$ cat src/rtl/layer2_classify_if.sv
// Avalon-MM bus between the layer-2 classifier (master) and the shared SDRAM
// (slave). Byte addresses, 16-bit data, active-low read/write strobes.
//   master: drives chipselect, byteenable, read_n, write_n, address, writedata
//           and receives waitrequest, readdatavalid, readdata.
//   slave : the mirror image.
interface layer2_classify_if;
    logic        waitrequest;
    logic        readdatavalid;
    logic [15:0] readdata;
    logic        chipselect;
    logic [1:0]  byteenable;
    logic        read_n;
    logic        write_n;
    logic [31:0] address;
    logic [15:0] writedata;

    modport master (
        input  waitrequest, readdatavalid, readdata,
        output chipselect, byteenable, read_n, write_n, address, writedata
    );

    modport slave (
        output waitrequest, readdatavalid, readdata,
        input  chipselect, byteenable, read_n, write_n, address, writedata
    );
endinterface

$ cat src/rtl/layer2_classify.sv
// layer2_classify: output stage after the first hidden layer.
// Once ready is seen, walks every output node: for each hidden input it reads
// the hidden sum (binarised to active when > 0) and the node's W2 weight, and
// adds the weight to the node total when the input is active. Each node total
// is written back saturated to 16 bits; the argmax over the full-width totals
// is written to RESULT_ADDR and done is raised until ready drops.
// Ports:
//   clk, reset   clock and asynchronous active-high reset
//   bus          Avalon-MM master (layer2_classify_if.master)
//   ready        start level from the HPS; must drop before a new run
//   done         high only while in DONE
//   toHexLed     {16'h0, best_idx, out_cnt, 4'h0, state} debug word
// Build option: define LAYER2_L1CACHE_EN to keep the activation bits from
// node 0 in a local register so later nodes only fetch weights.
module layer2_classify #(
    parameter logic [31:0] L1_BASE     = 32'd400_000,
    parameter logic [31:0] W2_BASE     = 32'd500_000,
    parameter logic [31:0] OUT_BASE    = 32'd410_000,
    parameter logic [31:0] RESULT_ADDR = 32'd420_000,
    parameter int          N_IN        = 200,
    parameter int          N_OUT       = 10     // at most 16: indices are 4 bits
) (
    input  logic              clk,
    input  logic              reset,
    layer2_classify_if.master bus,
    input  logic              ready,
    output logic              done,
    output logic [31:0]       toHexLed
);
    localparam int                 IW       = $clog2(N_IN + 1);
    localparam logic [IW-1:0]      IN_LAST  = IW'(N_IN - 1);
    localparam logic [3:0]         OUT_LAST = 4'(N_OUT - 1);
    localparam logic signed [31:0] MOST_NEG = 32'sh8000_0000;

    typedef enum logic [3:0] {
        IDLE, RD_L1, WAIT_L1, RD_W2, WAIT_W2, ACC, WR_OUT, NEXT, WR_RES, DONE
    } state_t;

    state_t             state, state_n;
    logic [IW-1:0]      in_cnt;
    logic [3:0]         out_cnt;
    logic [3:0]         best_idx;
    logic signed [15:0] w;
    logic signed [31:0] total;
    logic signed [31:0] best;
    logic [31:0]        w2_ptr;     // W2 is node-major, so one running pointer covers it
    logic               act_cur;
    logic               rd_pos;

    assign rd_pos = $signed(bus.readdata) > 16'sd0;

    function automatic logic [15:0] sat16(input logic signed [31:0] v);
        if (v > 32'sd32767)       return 16'h7FFF;
        else if (v < -32'sd32768) return 16'h8000;
        else                      return v[15:0];
    endfunction

`ifdef LAYER2_L1CACHE_EN
    // WAIT_L1 is only visited during node 0, so act_q is complete before node 1.
    logic [N_IN-1:0] act_q;
    always_ff @(posedge clk or posedge reset) begin
        if (reset)                                       act_q <= '0;
        else if (state == WAIT_L1 && bus.readdatavalid) act_q[in_cnt] <= rd_pos;
    end
    assign act_cur = act_q[in_cnt];
`else
    logic act;
    always_ff @(posedge clk or posedge reset) begin
        if (reset)                                       act <= 1'b0;
        else if (state == WAIT_L1 && bus.readdatavalid) act <= rd_pos;
    end
    assign act_cur = act;
`endif

    // Next-state logic
    always_comb begin
        state_n = state;
        unique case (state)
            IDLE:    if (ready)              state_n = RD_L1;
            RD_L1:   if (!bus.waitrequest)   state_n = WAIT_L1;
            WAIT_L1: if (bus.readdatavalid)  state_n = RD_W2;
            RD_W2:   if (!bus.waitrequest)   state_n = WAIT_W2;
            WAIT_W2: if (bus.readdatavalid)  state_n = ACC;
            ACC: begin
                if (in_cnt != IN_LAST) begin
`ifdef LAYER2_L1CACHE_EN
                    state_n = (out_cnt == 4'd0) ? RD_L1 : RD_W2;
`else
                    state_n = RD_L1;
`endif
                end else begin
                    state_n = WR_OUT;
                end
            end
            WR_OUT:  if (!bus.waitrequest)   state_n = NEXT;
            NEXT: begin
                if (out_cnt != OUT_LAST) begin
`ifdef LAYER2_L1CACHE_EN
                    state_n = RD_W2;
`else
                    state_n = RD_L1;
`endif
                end else begin
                    state_n = WR_RES;
                end
            end
            WR_RES:  if (!bus.waitrequest)   state_n = DONE;
            DONE:    if (!ready)             state_n = IDLE;
            default:                         state_n = IDLE;
        endcase
    end

    // Bus outputs are pure decode of state, so reset drops a request at once
    // and a stalled request holds by construction.
    always_comb begin
        bus.read_n    = 1'b1;
        bus.write_n   = 1'b1;
        bus.address   = '0;
        bus.writedata = '0;
        unique case (state)
            RD_L1: begin
                bus.read_n  = 1'b0;
                bus.address = L1_BASE + 32'({in_cnt, 1'b0});
            end
            RD_W2: begin
                bus.read_n  = 1'b0;
                bus.address = w2_ptr;
            end
            WR_OUT: begin
                bus.write_n   = 1'b0;
                bus.address   = OUT_BASE + 32'({out_cnt, 1'b0});
                bus.writedata = sat16(total);
            end
            WR_RES: begin
                bus.write_n   = 1'b0;
                bus.address   = RESULT_ADDR;
                bus.writedata = {12'h0, best_idx};
            end
            default: ;
        endcase
    end

    assign bus.chipselect = 1'b1;
    assign bus.byteenable = 2'b11;
    assign done           = (state == DONE);
    assign toHexLed       = {16'h0, best_idx, out_cnt, 4'h0, state};

    always_ff @(posedge clk or posedge reset) begin
        if (reset) begin
            state    <= IDLE;
            in_cnt   <= '0;
            out_cnt  <= '0;
            best_idx <= '0;
            w        <= '0;
            total    <= '0;
            best     <= MOST_NEG;
            w2_ptr   <= W2_BASE;
        end else begin
            state <= state_n;
            unique case (state)
                IDLE: begin
                    in_cnt   <= '0;
                    out_cnt  <= '0;
                    best_idx <= '0;
                    total    <= '0;
                    best     <= MOST_NEG;
                    w2_ptr   <= W2_BASE;
                end
                WAIT_W2: if (bus.readdatavalid) w <= $signed(bus.readdata);
                ACC: begin
                    if (act_cur) total <= total + {{16{w[15]}}, w};
                    in_cnt <= in_cnt + 1'b1;
                    w2_ptr <= w2_ptr + 32'd2;
                end
                NEXT: begin
                    // Strict compare keeps the lower index on ties.
                    if (total > best) begin
                        best     <= total;
                        best_idx <= out_cnt;
                    end
                    total   <= '0;
                    in_cnt  <= '0;
                    out_cnt <= out_cnt + 4'd1;
                end
                default: ;
            endcase
        end
    end
endmodule

$ cat src/flat_wrapper.sv
// flat-port wrapper written by rule: the top's interface ports become plain ports
module layer2_classify_flat 
#(
    parameter logic [31:0] L1_BASE     = 32'd400_000,
    parameter logic [31:0] W2_BASE     = 32'd500_000,
    parameter logic [31:0] OUT_BASE    = 32'd410_000,
    parameter logic [31:0] RESULT_ADDR = 32'd420_000,
    parameter int          N_IN        = 200,
    parameter int          N_OUT       = 10                                      
)
  (clk, reset, ready, done, toHexLed, bus_waitrequest, bus_readdatavalid, bus_readdata, bus_chipselect, bus_byteenable, bus_read_n, bus_write_n, bus_address, bus_writedata);
  layer2_classify_if bus_i ();
  input  logic clk;
  input  logic reset;
  input  logic ready;
  output logic done;
  output logic [31:0] toHexLed;
  input wire logic [$bits(bus_i.waitrequest)-1:0] bus_waitrequest;
  input wire logic [$bits(bus_i.readdatavalid)-1:0] bus_readdatavalid;
  input wire logic [$bits(bus_i.readdata)-1:0] bus_readdata;
  output wire logic [$bits(bus_i.chipselect)-1:0] bus_chipselect;
  output wire logic [$bits(bus_i.byteenable)-1:0] bus_byteenable;
  output wire logic [$bits(bus_i.read_n)-1:0] bus_read_n;
  output wire logic [$bits(bus_i.write_n)-1:0] bus_write_n;
  output wire logic [$bits(bus_i.address)-1:0] bus_address;
  output wire logic [$bits(bus_i.writedata)-1:0] bus_writedata;
  assign bus_i.waitrequest = bus_waitrequest;
  assign bus_i.readdatavalid = bus_readdatavalid;
  assign bus_i.readdata = bus_readdata;
  assign bus_chipselect = bus_i.chipselect;
  assign bus_byteenable = bus_i.byteenable;
  assign bus_read_n = bus_i.read_n;
  assign bus_write_n = bus_i.write_n;
  assign bus_address = bus_i.address;
  assign bus_writedata = bus_i.writedata;
  layer2_classify #(.L1_BASE(L1_BASE), .W2_BASE(W2_BASE), .OUT_BASE(OUT_BASE), .RESULT_ADDR(RESULT_ADDR), .N_IN(N_IN), .N_OUT(N_OUT)) u_core (.clk(clk), .reset(reset), .bus(bus_i), .ready(ready), .done(done), .toHexLed(toHexLed));
endmodule
$ cat config.mk
export PLATFORM = sky130hd
export DESIGN_NAME = layer2_classify_flat
export DESIGN_NICKNAME = d
export VERILOG_FILES = /design/src/rtl/layer2_classify_if.sv /design/src/rtl/layer2_classify.sv /design/src/flat_wrapper.sv
export SDC_FILE = /design/constraint.sdc
export NUM_CORES = 1
export LEC_CHECK = 0
export CAP_MARGIN = 20
export CORE_UTILIZATION = 25
export DETAILED_ROUTE_END_ITERATION = 8
export GPL_TIMING_DRIVEN = 0
export PLACE_DENSITY_LB_ADDON = 0.05
export SKIP_LAST_GASP = 1
export SYNTH_ARGS = -nofsm -noshare
export SYNTH_HDL_FRONTEND = slang
export SYNTH_SLANG_ARGS = --single-unit
$ cat constraint.sdc
create_clock -name clk -period 6.8 [get_ports clk]
set_input_delay 2.04 -clock clk [delete_from_list [all_inputs] [get_ports clk]]
set_output_delay 2.04 -clock clk [all_outputs]
set_load 0.05 [all_outputs]
==> impl_metrics.csv <==
group,metric,value,unit
timing,setup_viol_count_final,0,
flow_run,cap_violations,0,
floorplanning,rows,67,
floorplanning,dieHeight,188,microns
floorplanning,fp.dieW,188,microns
critical_path,critPathCaptureType,"output port",
timing,slew_viol_final,0,
cells_and_area,syn_to_final_growth,24.9,%
timing,hold_viol,0,
power,pwr_density_cell,473,nW/um^2
route,drtPass1Iterations,5,
place,dpl.hpwl,20600,microns
place,dp.cells,1537,
critical_path,critPathRequiredTime,4.76,ns
critical_path,worst-path-buf-inv,4,
critical_path,r2r_end,"u_core.total[31]$_DFFE_PP0P_",
clock_network,post-cts-setup-buffers,0,
clock_network,cts_buffers,17,
synthesis,syn_area,8650,sq um
place,dpl_cell_area,10200,sq um
floorplanning,dieArea,35300,sq um
timing,min_period,5.56,ns
global_routing,overflow,0,
synthesis,ys_seq_area_frac,0.383,
cells_and_area,nFillCells,3569,
clock_network,cts.path.max_buffers,2,
power,leakage,4.81,nW
critical_path,endpoint,"bus_address[5]",
route,first_iter_violations,409,
global_routing,grt_pass1_vias,7401,
worst_hold_path,holdCritStartpoint,"u_core.act$_DFFE_PP0P_",
worst_hold_path,hold_path_class,"reg -> reg",
floorplanning,core-area,33800,sq um
critical_path,reg2reg_from,"u_core.w[15]$_DFFE_PP0P_",
clock_network,ctsResizeCount,0,
critical_path,cp-startpoint,"u_core.state[3]$_DFFE_PP0P_",
critical_path,crit_path_max_fanout,10,
power,power,5.11,mW
cells_and_area,stdcell_area,10800,sq um
route,wl,27400,microns
critical_path,r2r_cells,12,
synthesis,synth.distinct_cells,67,
critical_path,path_class,"reg -> out",
critical_path,arrival,3.52,ns
floorplanning,initial_core_util,0.256,
cells_and_area,drive_above_1_share,0.0919,
critical_path,max_stage_delay,0.80,ns
floorplanning,pin_count,107,
critical_path,crit_chain,"clkbuf_1 > clkbuf_1 > nand2_1 > nor3_1 > buf_4 > a221oi_1 > nand2_1 > clkdlybuf4s50_1",
clock_network,clk-insertion-delay-late,0.43,ns
cells_and_area,multiInputGateArea,4800,sq um
timing,holdWs,0.492,ns
critical_path,cp_top_family,"buffers and inverters",
power,max-vdd-ir-drop,255,uV
critical_path,r2r_slack,3.33,ns
timing,rsz0062_at_grt,"no",
timing,fin_crit_sh,0.818,
critical_path,start_kind,"register",
timing,slew_headroom,0.398,
clock_network,cts.sinks,132,
global_routing,grt_pass1_wl,43700,microns
synthesis,syn-instance-count,980,
timing,clock.fmax,0.180,GHz
route,wl_per_cell,17.5,microns
timing,worst_slew_pin_slew,0.896,ns
outcome,status,"finished, final reports clean",
route,ant_nets,0,
clock_network,h-tree-depth,4,
cells_and_area,final_nets,1198,
synthesis,yosys_register_bits,132,
synthesis,syn_area_per_cell,8.82,sq um
clock_network,cts_tree,"done",
cells_and_area,regArea,3310,sq um
route,drc,0,
route,vias_per_cell,4.74,
place,port_buffers,82,
clock_network,cts_hold_buf,0,
synthesis,ys_warn_count,0,
global_routing,track_usage,0.160,
clock_network,clk_pin_slew,0.06,ns
synthesis,ys_async_sr_fraction,1.00,
global_routing,antenna_found_initial,1,
route,routed-via-count,7437,
global_routing,grt_max_degree,70,
worst_hold_path,worst_hold_path.num_cells,2,
cells_and_area,instances_no_fill,1569,
timing,setup_tns,0,ns
place,gp_congestion,0.799,
synthesis,synth_enable_flop_cells,0,
synthesis,synth_ff_type,"dfrtp_1",
timing,clock_skew,0.0130,ns
cells_and_area,diodes,0,
clock_network,ctsRootBufferMaster,"clkbuf_16",
critical_path,crit_path_top_delay_cell,"clkdlybuf4s50_1",
critical_path,crit_cells,8,
==> layer usage <==
layer | up-vias | share of wire | track usage
li1 | 3723 | - | -
met1 | 3557 | 0.49 | 0.220
met2 | 138 | 0.46 | 0.258
met3 | 19 | 0.030 | 0.0253
met4 | 0 | 0.013 | 0.0428
met5 | - | 0 | 0
==> through the flow <==
stage / setup WS (ns) / util
floorplan: 1.25 / -
global placement: -1.46 / 0.299
detailed placement: 1.67 / 0.302
CTS: 1.21 / 0.320
global route: 1.01 / 0.320
finish: 1.24 / 0.320
==> cell families (layout without fill, tap and decap cells) <==
family | after synthesis | after routing | synth area share
and+or+nand+nor | 304 | 304 | 0.172
AOI/OAI and AO/OA | 265 | 265 | 0.198
buffers and inverters | 143 | 262 | 0.0726
DFF | 132 | 132 | 0.383
adders and majority gates | 69 | 69 | 0.101
xor gates and xnor gates | 36 | 36 | 0.0365
muxes | 29 | 29 | 0.0362
other | 2 | 24 | 0.000868
==> worst register-to-register path: stages (launching register included) <==
cell and delay, ns:
dfrtp_1 0.90, ha_1 0.38, clkbuf_1 0.20, a21oi_1 0.18
o21ai_1 0.10, a21oi_1 0.19, o21ai_0 0.12, a211o_1 0.30
a31oi_1 0.32, o21ai_1 0.16, mux2i_1 0.15, a221oi_1 0.26
o21ai_1 0.11
==> how the worst min path moves through the flow <==
stage                                               end  slack, ns
after floorplan                  u_core.act$_DFFE_PP0P_       0.45
after global placement           u_core.act$_DFFE_PP0P_       0.48
after detailed placement         u_core.act$_DFFE_PP0P_       0.48
after CTS                        u_core.act$_DFFE_PP0P_       0.50
after global routing      u_core.w2_ptr[25]$_DFFE_PP0P_       0.52
final                            u_core.act$_DFFE_PP0P_       0.49
==> final cells by class <==
class	instances	share of cell area
Clock buffer	19	0.0410
Tap cell	448	0.0519
Timing Repair Buffer	87	0.0813
Buffer	59	0.0290
Inverter	84	0.0297
Sequential cell	132	0.307
Clock inverter	13	0.0159
Multi-Input combinational cell	727	0.445
==> synth_stat cells, types with 4 or more instances <==
master | instances | area share
nand2b_1 | 4 | 0.0029
a21o_1 | 32 | 0.028
nand3_1 | 71 | 0.041
o21bai_1 | 9 | 0.0078
nand4_1 | 22 | 0.016
o21ai_0 | 87 | 0.050
buf_4 | 24 | 0.021
nor2b_1 | 5 | 0.0036
o31ai_1 | 16 | 0.014
mux2i_1 | 11 | 0.013
and3_1 | 5 | 0.0036
a21oi_1 | 44 | 0.025
a41oi_1 | 4 | 0.0041
ha_1 | 68 | 0.098
nor2_1 | 72 | 0.031
a22o_1 | 18 | 0.018
nor4_1 | 11 | 0.0080
clkbuf_1 | 32 | 0.014
xor2_1 | 17 | 0.017
dfstp_2 | 8 | 0.024
o21ai_1 | 5 | 0.0029
dfrtp_1 | 124 | 0.36
a31oi_1 | 8 | 0.0058
a211oi_1 | 6 | 0.0052
and2_1 | 16 | 0.012
inv_1 | 82 | 0.036
mux2_2 | 18 | 0.023
xnor2_1 | 19 | 0.019
nand2_1 | 75 | 0.033
nor3_1 | 10 | 0.0058
==> report_power, final <==
group	switching (mW)	internal, mW
clock	0.402	0.593
sequential	0.301	1.02
combinational	1.73	1.06
==> layout by cell type, fill, tap and decap left out, types with 18 or more instances in the layout <==
cell,Yosys,final
a21o_1,32,32
nand2_1,75,75
a21oi_1,44,44
xnor2_1,19,19
a22o_1,18,18
nor2_1,72,72
ha_1,68,68
mux2_2,18,18
conb_1,2,24
dfrtp_1,124,124
clkbuf_1,32,33
buf_4,24,28
clkdlybuf4s50_1,0,82
nand3_1,71,71
o21ai_0,87,87
nand4_1,22,22
inv_1,82,81
==> registers in the layout, summed over array words and instances (netlist names) <==
| register | cells |
|---|---|
| u_core.w | 16 |
| u_core.state | 4 |
| u_core.in_cnt | 8 |
| u_core.best | 32 |
| u_core.act | 1 |
| u_core.w2_ptr | 31 |
| u_core.out_cnt | 4 |
| u_core.best_idx | 4 |
| u_core.total | 32 |
(Power assumes the default switching activity.)
